[src/rtl/rr_req_gather.sv]
// Gathers N client streams into per-client FIFOs, requests the round-robin arbiter and
// forwards granted heads into a 2-entry output buffer. Optional grant checking: RR_REQ_CHECK_EN.

module rr_req_cli_fifo #(
  parameter int W         = 32,
  parameter int CLI_DEPTH = 2,
  localparam int PW       = $clog2(CLI_DEPTH),
  localparam int CW       = PW + 1
) (
  input  logic          clk,
  input  logic          reset,
  input  logic          push,
  input  logic [W-1:0]  din,
  input  logic          pop,
  output logic [W-1:0]  head,
  output logic [CW-1:0] cnt
);
  logic [W-1:0]  mem [CLI_DEPTH];
  logic [PW-1:0] wptr, rptr;

  assign head = mem[rptr];

  always_ff @(posedge clk) begin
    if (push) mem[wptr] <= din;
  end

  always_ff @(posedge clk) begin
    if (reset) begin
      wptr <= '0;
      rptr <= '0;
      cnt  <= '0;
    end else begin
      if (push) wptr <= wptr + 1'b1;
      if (pop)  rptr <= rptr + 1'b1;
      case ({push, pop})
        2'b10:   cnt <= cnt + 1'b1;
        2'b01:   cnt <= cnt - 1'b1;
        default: cnt <= cnt;
      endcase
    end
  end
endmodule

module rr_req_gather #(
  parameter int N         = 4,
  parameter int W         = 32,
  parameter int CLI_DEPTH = 2,
  localparam int IDW      = $clog2(N),
  localparam int CW       = $clog2(CLI_DEPTH) + 1
) (
  input  logic             clk,
  input  logic             reset,
  input  logic [N-1:0]     cli_valid,
  input  logic [N*W-1:0]   cli_data,
  output logic [N-1:0]     cli_ready,
  output logic [N-1:0]     arb_req,
  input  logic [N-1:0]     arb_grant,
  output logic             out_valid,
  output logic [W-1:0]     out_data,
  output logic [IDW-1:0]   out_id,
  input  logic             out_ready,
  output logic             err
);
  localparam logic [N-1:0]  ONE  = N'(1);
  localparam logic [CW-1:0] FULL = CW'(CLI_DEPTH);

  logic [N-1:0][W-1:0]  head;
  logic [N-1:0][CW-1:0] cnt;
  logic [N-1:0]         nonempty, cli_push, cli_pop;

  logic           gnt_any, gnt_onehot, gnt_ok;
  logic [W-1:0]   sel_data;
  logic [IDW-1:0] sel_id;

  logic [W-1:0]   ob_data [2];
  logic [IDW-1:0] ob_id   [2];
  logic           ob_wptr, ob_rptr;
  logic [1:0]     out_cnt;
  logic           out_push, out_pop, req_gate;

  for (genvar i = 0; i < N; i++) begin : g_cli
    assign cli_ready[i] = (cnt[i] != FULL);
    assign nonempty[i]  = (cnt[i] != '0);
    assign cli_push[i]  = cli_valid[i] & cli_ready[i];
    assign cli_pop[i]   = arb_grant[i] & gnt_ok;
    // Last entry is not re-requested while its grant is in flight.
    assign arb_req[i]   = (cnt[i] > {{(CW-1){1'b0}}, arb_grant[i]}) & ~req_gate;

    rr_req_cli_fifo #(.W(W), .CLI_DEPTH(CLI_DEPTH)) u_fifo (
      .clk   (clk),
      .reset (reset),
      .push  (cli_push[i]),
      .din   (cli_data[i*W +: W]),
      .pop   (cli_pop[i]),
      .head  (head[i]),
      .cnt   (cnt[i])
    );
  end

  assign gnt_any    = |arb_grant;
  assign gnt_onehot = gnt_any & ((arb_grant & (arb_grant - ONE)) == '0);
  assign out_valid  = (out_cnt != 2'd0);
  assign out_pop    = out_valid & out_ready;
  // Malformed grants, grants to empty clients and grants with no buffer room are dropped.
  assign gnt_ok     = gnt_onehot & |(arb_grant & nonempty) & ((out_cnt != 2'd2) | out_pop);
  assign out_push   = gnt_ok;
  assign req_gate   = ({1'b0, out_cnt} + {2'b00, gnt_any}) >= 3'd2;

  always_comb begin
    sel_data = '0;
    sel_id   = '0;
    for (int i = 0; i < N; i++) begin
      if (arb_grant[i]) begin
        sel_data = head[i];
        sel_id   = IDW'(i);
      end
    end
  end

  assign out_data = ob_data[ob_rptr];
  assign out_id   = ob_id[ob_rptr];

  always_ff @(posedge clk) begin
    if (reset) begin
      ob_data[0] <= '0;
      ob_data[1] <= '0;
      ob_id[0]   <= '0;
      ob_id[1]   <= '0;
      ob_wptr    <= 1'b0;
      ob_rptr    <= 1'b0;
      out_cnt    <= 2'd0;
    end else begin
      if (out_push) begin
        ob_data[ob_wptr] <= sel_data;
        ob_id[ob_wptr]   <= sel_id;
        ob_wptr          <= ~ob_wptr;
      end
      if (out_pop) ob_rptr <= ~ob_rptr;
      case ({out_push, out_pop})
        2'b10:   out_cnt <= out_cnt + 2'd1;
        2'b01:   out_cnt <= out_cnt - 2'd1;
        default: out_cnt <= out_cnt;
      endcase
    end
  end

`ifdef RR_REQ_CHECK_EN
  logic [N-1:0] req_q;
  logic         err_q, gnt_bad;

  assign gnt_bad = (gnt_any & ~gnt_onehot) | (|(arb_grant & ~req_q)) | (|(arb_grant & ~nonempty));
  assign err     = err_q;

  always_ff @(posedge clk) begin
    if (reset) begin
      req_q <= '0;
      err_q <= 1'b0;
    end else begin
      req_q <= arb_req;
      if (gnt_bad) err_q <= 1'b1;
    end
  end
`else
  assign err = 1'b0;
`endif
endmodule

[config.mk]
export PLATFORM = sky130hd
export DESIGN_NAME = rr_req_gather
export DESIGN_NICKNAME = d
export VERILOG_FILES = /design/src/rtl/rr_req_gather.sv
export SDC_FILE = /design/constraint.sdc
export NUM_CORES = 1
export LEC_CHECK = 0
export CORE_ASPECT_RATIO = 1.75
export CORE_MARGIN = 1.5
export CORE_UTILIZATION = 55
export DETAILED_ROUTE_END_ITERATION = 10
export PLACE_DENSITY = 0.79
export SYNTH_ARGS = -nofsm -noshare
export SYNTH_HDL_FRONTEND = slang
export SYNTH_HIERARCHICAL = 1
export SYNTH_SLANG_ARGS = --single-unit
[constraint.sdc]
create_clock -name clk -period 3.6 [get_ports clk]
set_clock_uncertainty 0.1 [all_clocks]
set_input_delay 0.36 -clock clk [delete_from_list [all_inputs] [get_ports clk]]
set_output_delay 0.36 -clock clk [all_outputs]
set_load 0.02 [all_outputs]
# Word level (Yosys, flattened, before mapping)
# Memories as Yosys holds them, arrays and structs flattened. A register that Yosys moved wholly into a read port is not among the register bits.
# Cells that the tools add are included.
[totals]
ff_bits = 20
ramBits = 324
memories = 6
word_cells = 141
output_inout_bits = 44
[memory_table]
columns = ["name", "words", "width", "read_ports", "rd_clocked_by_memory_dff", "write_ports", "line_no", "rtl"]
rows = [
  ["g_cli[0].u_fifo.mem", 2, 32, 1, 1, 1, "18", "logic [W-1:0] mem [CLI_DEPTH];"],
  ["g_cli[1].u_fifo.mem", 2, 32, 1, 1, 1, "18", ""],
  ["g_cli[2].u_fifo.mem", 2, 32, 1, 1, 1, "18", ""],
  ["g_cli[3].u_fifo.mem", 2, 32, 1, 1, 1, "18", ""],
  ["ob_data", 2, 32, 1, 1, 2, "75", "logic [W-1:0] ob_data [2];"],
  ["ob_id", 2, 2, 1, 1, 2, "76", "logic [IDW-1:0] ob_id [2];"],
]
[classes]
reduce_logical = 15
magnitude_cmp = 5
n_bitwise = 22
eq_ne = 15
n_addsub = 20
n_mux = 43
[ops]
columns = ["cell", "n"]
rows = [
  ["32-bit 2-to-1 mux", 5],
  ["32-bit OR reduction", 1],
  ["1-bit 2-to-1 mux", 30],
  ["2-bit case mux with 2 select lines", 5],
  ["2-bit nonzero test", 10],
  ["1-bit AND", 16],
  ["2-bit by 1-bit adder with 2-bit output (second input constant)", 5],
  ["2-bit by 1-bit equality test with 1-bit output (second input constant)", 5],
  ["2-bit equality test (second input constant)", 5],
  ["2-bit != test (second input constant)", 5],
  ["2-bit by 1-bit subtractor with 2-bit output (second input constant)", 5],
  ["1-bit adder (second input constant)", 8],
  ["4-bit AND", 2],
  ["2-bit by 1-bit > comparator with 1-bit output", 4],
  ["4-bit OR reduction", 2],
  ["2-bit 2-to-1 mux", 3],
  ["4-bit zero test", 1],
  ["4-bit by 1-bit subtractor with 4-bit output (second input constant)", 1],
  ["2-bit by 1-bit adder with 3-bit output", 1],
  ["3-bit by 2-bit >= comparator with 1-bit output (second input constant)", 1],
  ["1-bit NOT", 3],
  ["2-bit OR reduction", 1],
  ["1-bit OR", 1],
]

# Longest topological paths before layout
# Gate-level depths: netlist of the first run.
[logic_depth]
word_depth = 11
depth_mapped = 9
mapped_depth_nobuf = 8

# By module
# Netlist of the first run, hierarchy kept.
[by_module_without_submodules]
columns = ["mod", "cells_per_inst", "n_inst", "area_each_um2", "seq_area_each_um2"]
rows = [
  ["rr_req_cli_fifo", 120, 4, 2502.4, 2021.9],
  ["rr_req_gather", 374, 1, 4020.1, 2142.1],
]

# Worst setup path before layout of the first run
# OpenSTA, ideal clock, no wires.
[synth_timing]
path_type = "input to register"
from = "input port arb_grant[3]"
to = "memory ob_data[1][0], enable pin"
stages = 6
arrival_ns = 2.464
setup_ns = 0.396
setup_slack_ns = 0.639
cell_sequence = "buf_2 -> nor4b_4 -> a211oi_1 -> or4_1 -> buf_2 -> nand2b_1"
[synth_rtl]
columns = ["element", "line_no", "rtl"]
rows = [
  ["from (decl)", "57", "input logic [N-1:0] arb_grant,"],
  ["to (decl)", "75", ""],
]

# Worst setup path in the final report of the first run
[layout_timing]
from = "input port arb_grant[0]"
to = "output port arb_req[0]"
[layout_between]
elab_chain_cells = 5
[layout_rtl]
columns = ["element", "line_no", "rtl"]
rows = [
  ["4-bit OR reduction", "100", "assign gnt_any = |arb_grant;"],
  ["2-bit by 1-bit adder with 3-bit output", "107", "assign req_gate = ({1'b0, out_cnt} + {2'b00, gnt_any}) >= 3'd2;"],
  ["3-bit by 2-bit >= comparator with 1-bit output", "107", ""],
  ["1-bit NOT", "87", "assign arb_req[i] = (cnt[i] > {{(CW-1){1'b0}}, arb_grant[i]}) & ~req_gate;"],
  ["1-bit AND *", "87", ""],
  ["to (decl)", "56", "output logic [N-1:0] arb_req,"],
]
# Every way passes the cells marked *; elsewhere a longest branch is shown, timed or not.

==> results.cfg, run 1 <==
[pwr]
swShare = 0.232
p_switching_mw = 2.26
p_total_mw = 9.75
comb_power_share = 0.151
irDropWorstVdd_mv = 0.435
powerDensity_nw_per_um2 = 568
p_int_mw = 7.49
pwr-share-clk = 0.331
leakage_nw = 5.80
p_seq_frac = 0.518

[worst_setup_path]
cp_slowest_cell = clkdlybuf4s50_1
crit_chain = clkdlybuf4s50_1 > or4_1 > a21oi_1 > o21a_1 > clkdlybuf4s50_1
arrival_ps = 2740
critPathKind = primary input to output pin
critPathCaptureType = output pin
cp-start-kind = primary input
max_stage_delay_ps = 640
path_max_fanout = 7
required_ps = 3140
path_common_cell = clkdlybuf4s50_1

[timing]
slew_violations = 0
setup_viol = 0
post-route-period-util = 0.889
final-hold-violation-count = 0
max_slew_margin = 0.370
rsz0062_at_grt = no
timing.hold.ws_ps = 284
fin_crit_ps = 3200
worstMarginPinSlew_ps = 945
clock.fmax_ghz = 0.312
tns_ps = 0
setup_ws_ps = 398

[status]
status = completed

[global_route]
antenna_found_initial = 1
grt_start_max_net_pins = 58
track_usage = 0.231
grt_pass1_vias = 8265
grt-ovfl-total = 0
grt_pass1_wl_um = 45400

[synth]
ys_seq_area_frac = 0.729
mappedNetlistArea_um2 = 14000
ys_ff_latch = 349
ys_warn_count = 6
syn_nets = 1001
syn_inst = 854
avgSynthCellArea_um2 = 16.4
synth_cell_type_count = 39

[finish]
syn_to_final_growth_pct = 22.3
nFillCells = 1706
drive_gt1_frac = 0.215
layout_commonest_cell = edfxtp_1
layout.nets = 1182
layout_common_cells = edfxtp_1 (324), clkdlybuf4s50_1 (179), mux2_2 (154), nor2_1 (125), a221oi_1 (32)

[clock_tree]
htreeDepth = 1
clk_pin_slew_ps = 60
clock_sinks = 349
cts_setup_buffers = 0
clockRootBuffer = clkbuf_16
clkLatencyLatePin_ps = 550
numCtsBuffers = 28
post_cts_resized = 0
postCtsHoldBufs = 0
cts_buffer_depth = 3
cts_tree = yes

[placed_design]
place_congestion = 0.814
io_buffers = 181
hpwl_um = 19600
place_ws_ps = 415

[routing]
first_pass_iters = 6
num_vias = 7792
via_per_inst = 5.68
drt-initial-drc-count = 685
drc = 0
detail-route-antenna-nets = 0
finalWirelength_um = 29900
post_drt_wl_per_cell_um = 21.8

[die]
rows = 77
initial_utilization = 0.558
core_area_um2 = 25100
dieArea_um2 = 26500
die_w_um = 124
ios = 183
die_y_um = 214

[job]
cap_violations = 0

[hold_path]
min_path_type = primary input to flip-flop
final timing paths:
kind / startpoint / end / slack, ps / cells past startpoint
setup / recovery: arb_grant[0] / arb_req[0] / 400 / 5
hold / removal: cli_data[33] / g_cli[1].u_fifo/mem[0][1] / 280 / 1
setup reg to reg: flip-flop / ob_data[0][11] / 1060 / 6
hold reg to reg: g_cli[2].u_fifo/rptr / flip-flop / 420 / 2
synth_stat cells:
library cell | instances | area share
and4_1 | 1 | 0.00062
o21a_1 | 4 | 0.0021
buf_6 | 3 | 0.0024
buf_2 | 5 | 0.0018
nor4b_4 | 1 | 0.0017
a22oi_1 | 31 | 0.017
a211oi_1 | 2 | 0.0011
dfxtp_1 | 25 | 0.036
a21oi_1 | 7 | 0.0025
buf_4 | 13 | 0.0070
mux2_1 | 8 | 0.0064
clkbuf_1 | 18 | 0.0048
and2_1 | 12 | 0.0054
or2_2 | 1 | 0.00045
nor3_2 | 1 | 0.00071
ha_1 | 8 | 0.0071
a21o_1 | 1 | 0.00054
buf_1 | 5 | 0.0013
inv_1 | 9 | 0.0024
or4_1 | 2 | 0.0011
conb_1 | 1 | 0.00027
o211a_1 | 1 | 0.00071
xnor2_1 | 12 | 0.0075
mux2i_1 | 1 | 0.00071
nor3_1 | 4 | 0.0014
nor4b_1 | 1 | 0.00062
or3_1 | 4 | 0.0018
nand3b_1 | 1 | 0.00054
clkbuf_2 | 4 | 0.0014
o21ai_0 | 10 | 0.0036
nand2b_1 | 3 | 0.0013
mux2_2 | 154 | 0.12
nand2_1 | 8 | 0.0021
nor2b_1 | 1 | 0.00045
a221oi_1 | 32 | 0.020
nor2_1 | 129 | 0.035
xor2_1 | 6 | 0.0037
edfxtp_1 | 324 | 0.69
nor3b_1 | 1 | 0.00054
metrics by stage:
stage | cell area (um^2) | util | cells
5_1_grt | 17200 | 0.682 | 1372
6_report | 17200 | 0.682 | 1372
3_3_place_gp | 16200 | 0.644 | 1321
3_5_place_dp | 16200 | 0.644 | 1321
4_1_cts | 17200 | 0.682 | 1371
2_1_floorplan | 14000 | - | 854
critical path, delay by kind of cell:
family                 cells  cell delay [ps]
AO/OA/AOI/OAI              2              650
AND/OR/NAND/NOR            1              550
buffers and inverters      2             1170
routing by layer:
layer / GRT usage / part of all wire / up-vias
met5: 0 / 0 / -
met4: 0.0900 / 0.034 / 0
met3: 0.0261 / 0.052 / 50
met2: 0.408 / 0.54 / 267
met1: 0.286 / 0.38 / 3869
li1: - / - / 3606
power groups by stage:
stage | clock network (mW) | registers (mW) | logic [mW]
after CTS | 3.29 | 5.06 | 1.48
after floorplan | 0 | 5.06 | 0.906
after detailed placement | 0 | 5.14 | 1.46
after global placement | 0 | 5.12 | 1.44
final | 3.23 | 5.05 | 1.47
after global routing | 3.43 | 5.09 | 1.58
flip-flops by register name, summed over array words and instances, names as in the netlist, named ones only:
register           count
g_cli.u_fifo/mem     256
ob_data               64
g_cli.u_fifo/cnt       8
g_cli.u_fifo/rptr      4
g_cli.u_fifo/wptr      4
ob_id                  4
out_cnt                2
ob_rptr                1
ob_wptr                1
cell families (layout without fill, tap and decap cells):
family                   after synthesis  in the layout  synth area share
flip-flops                           349            349             0.729
AND/OR/NAND/NOR                      170            170            0.0532
multiplexers                         163            163             0.131
AO/OA/AOI/OAI                         88             88            0.0471
buffers and inverters                 57            258            0.0211
XOR/XNOR                              18             18            0.0112
adder cells (fa/ha/maj)                8              8           0.00713
other                                  1              2          0.000267
cell type report:
cell class | count | area [um^2] | share of cell area
clock buffer | 36 | 752 | 0.0438
inverter | 9 | 33.8 | 0.00197
tap | 316 | 395 | 0.0230
antenna | 1 | 2.50 | 0.000146
sequential | 349 | 10200 | 0.596
multi-input combinational | 448 | 3540 | 0.206
timing repair buffer | 199 | 1990 | 0.116
clock inverter | 14 | 214 | 0.0125
Power figures use the tool's default switching activity.
==> run 2: changes to the inputs <==
--- a/config.mk
+++ b/config.mk
@@ -10,6 +10,7 @@
 export CORE_UTILIZATION = 55
 export DETAILED_ROUTE_END_ITERATION = 10
 export PLACE_DENSITY = 0.79
+export SETUP_SLACK_MARGIN = 0.15
 export SYNTH_ARGS = -nofsm -noshare
 export SYNTH_HDL_FRONTEND = slang
 export SYNTH_HIERARCHICAL = 1
==> results of run 2 <==
No change in the layout: final DEF, timing and power equal those of run 1.
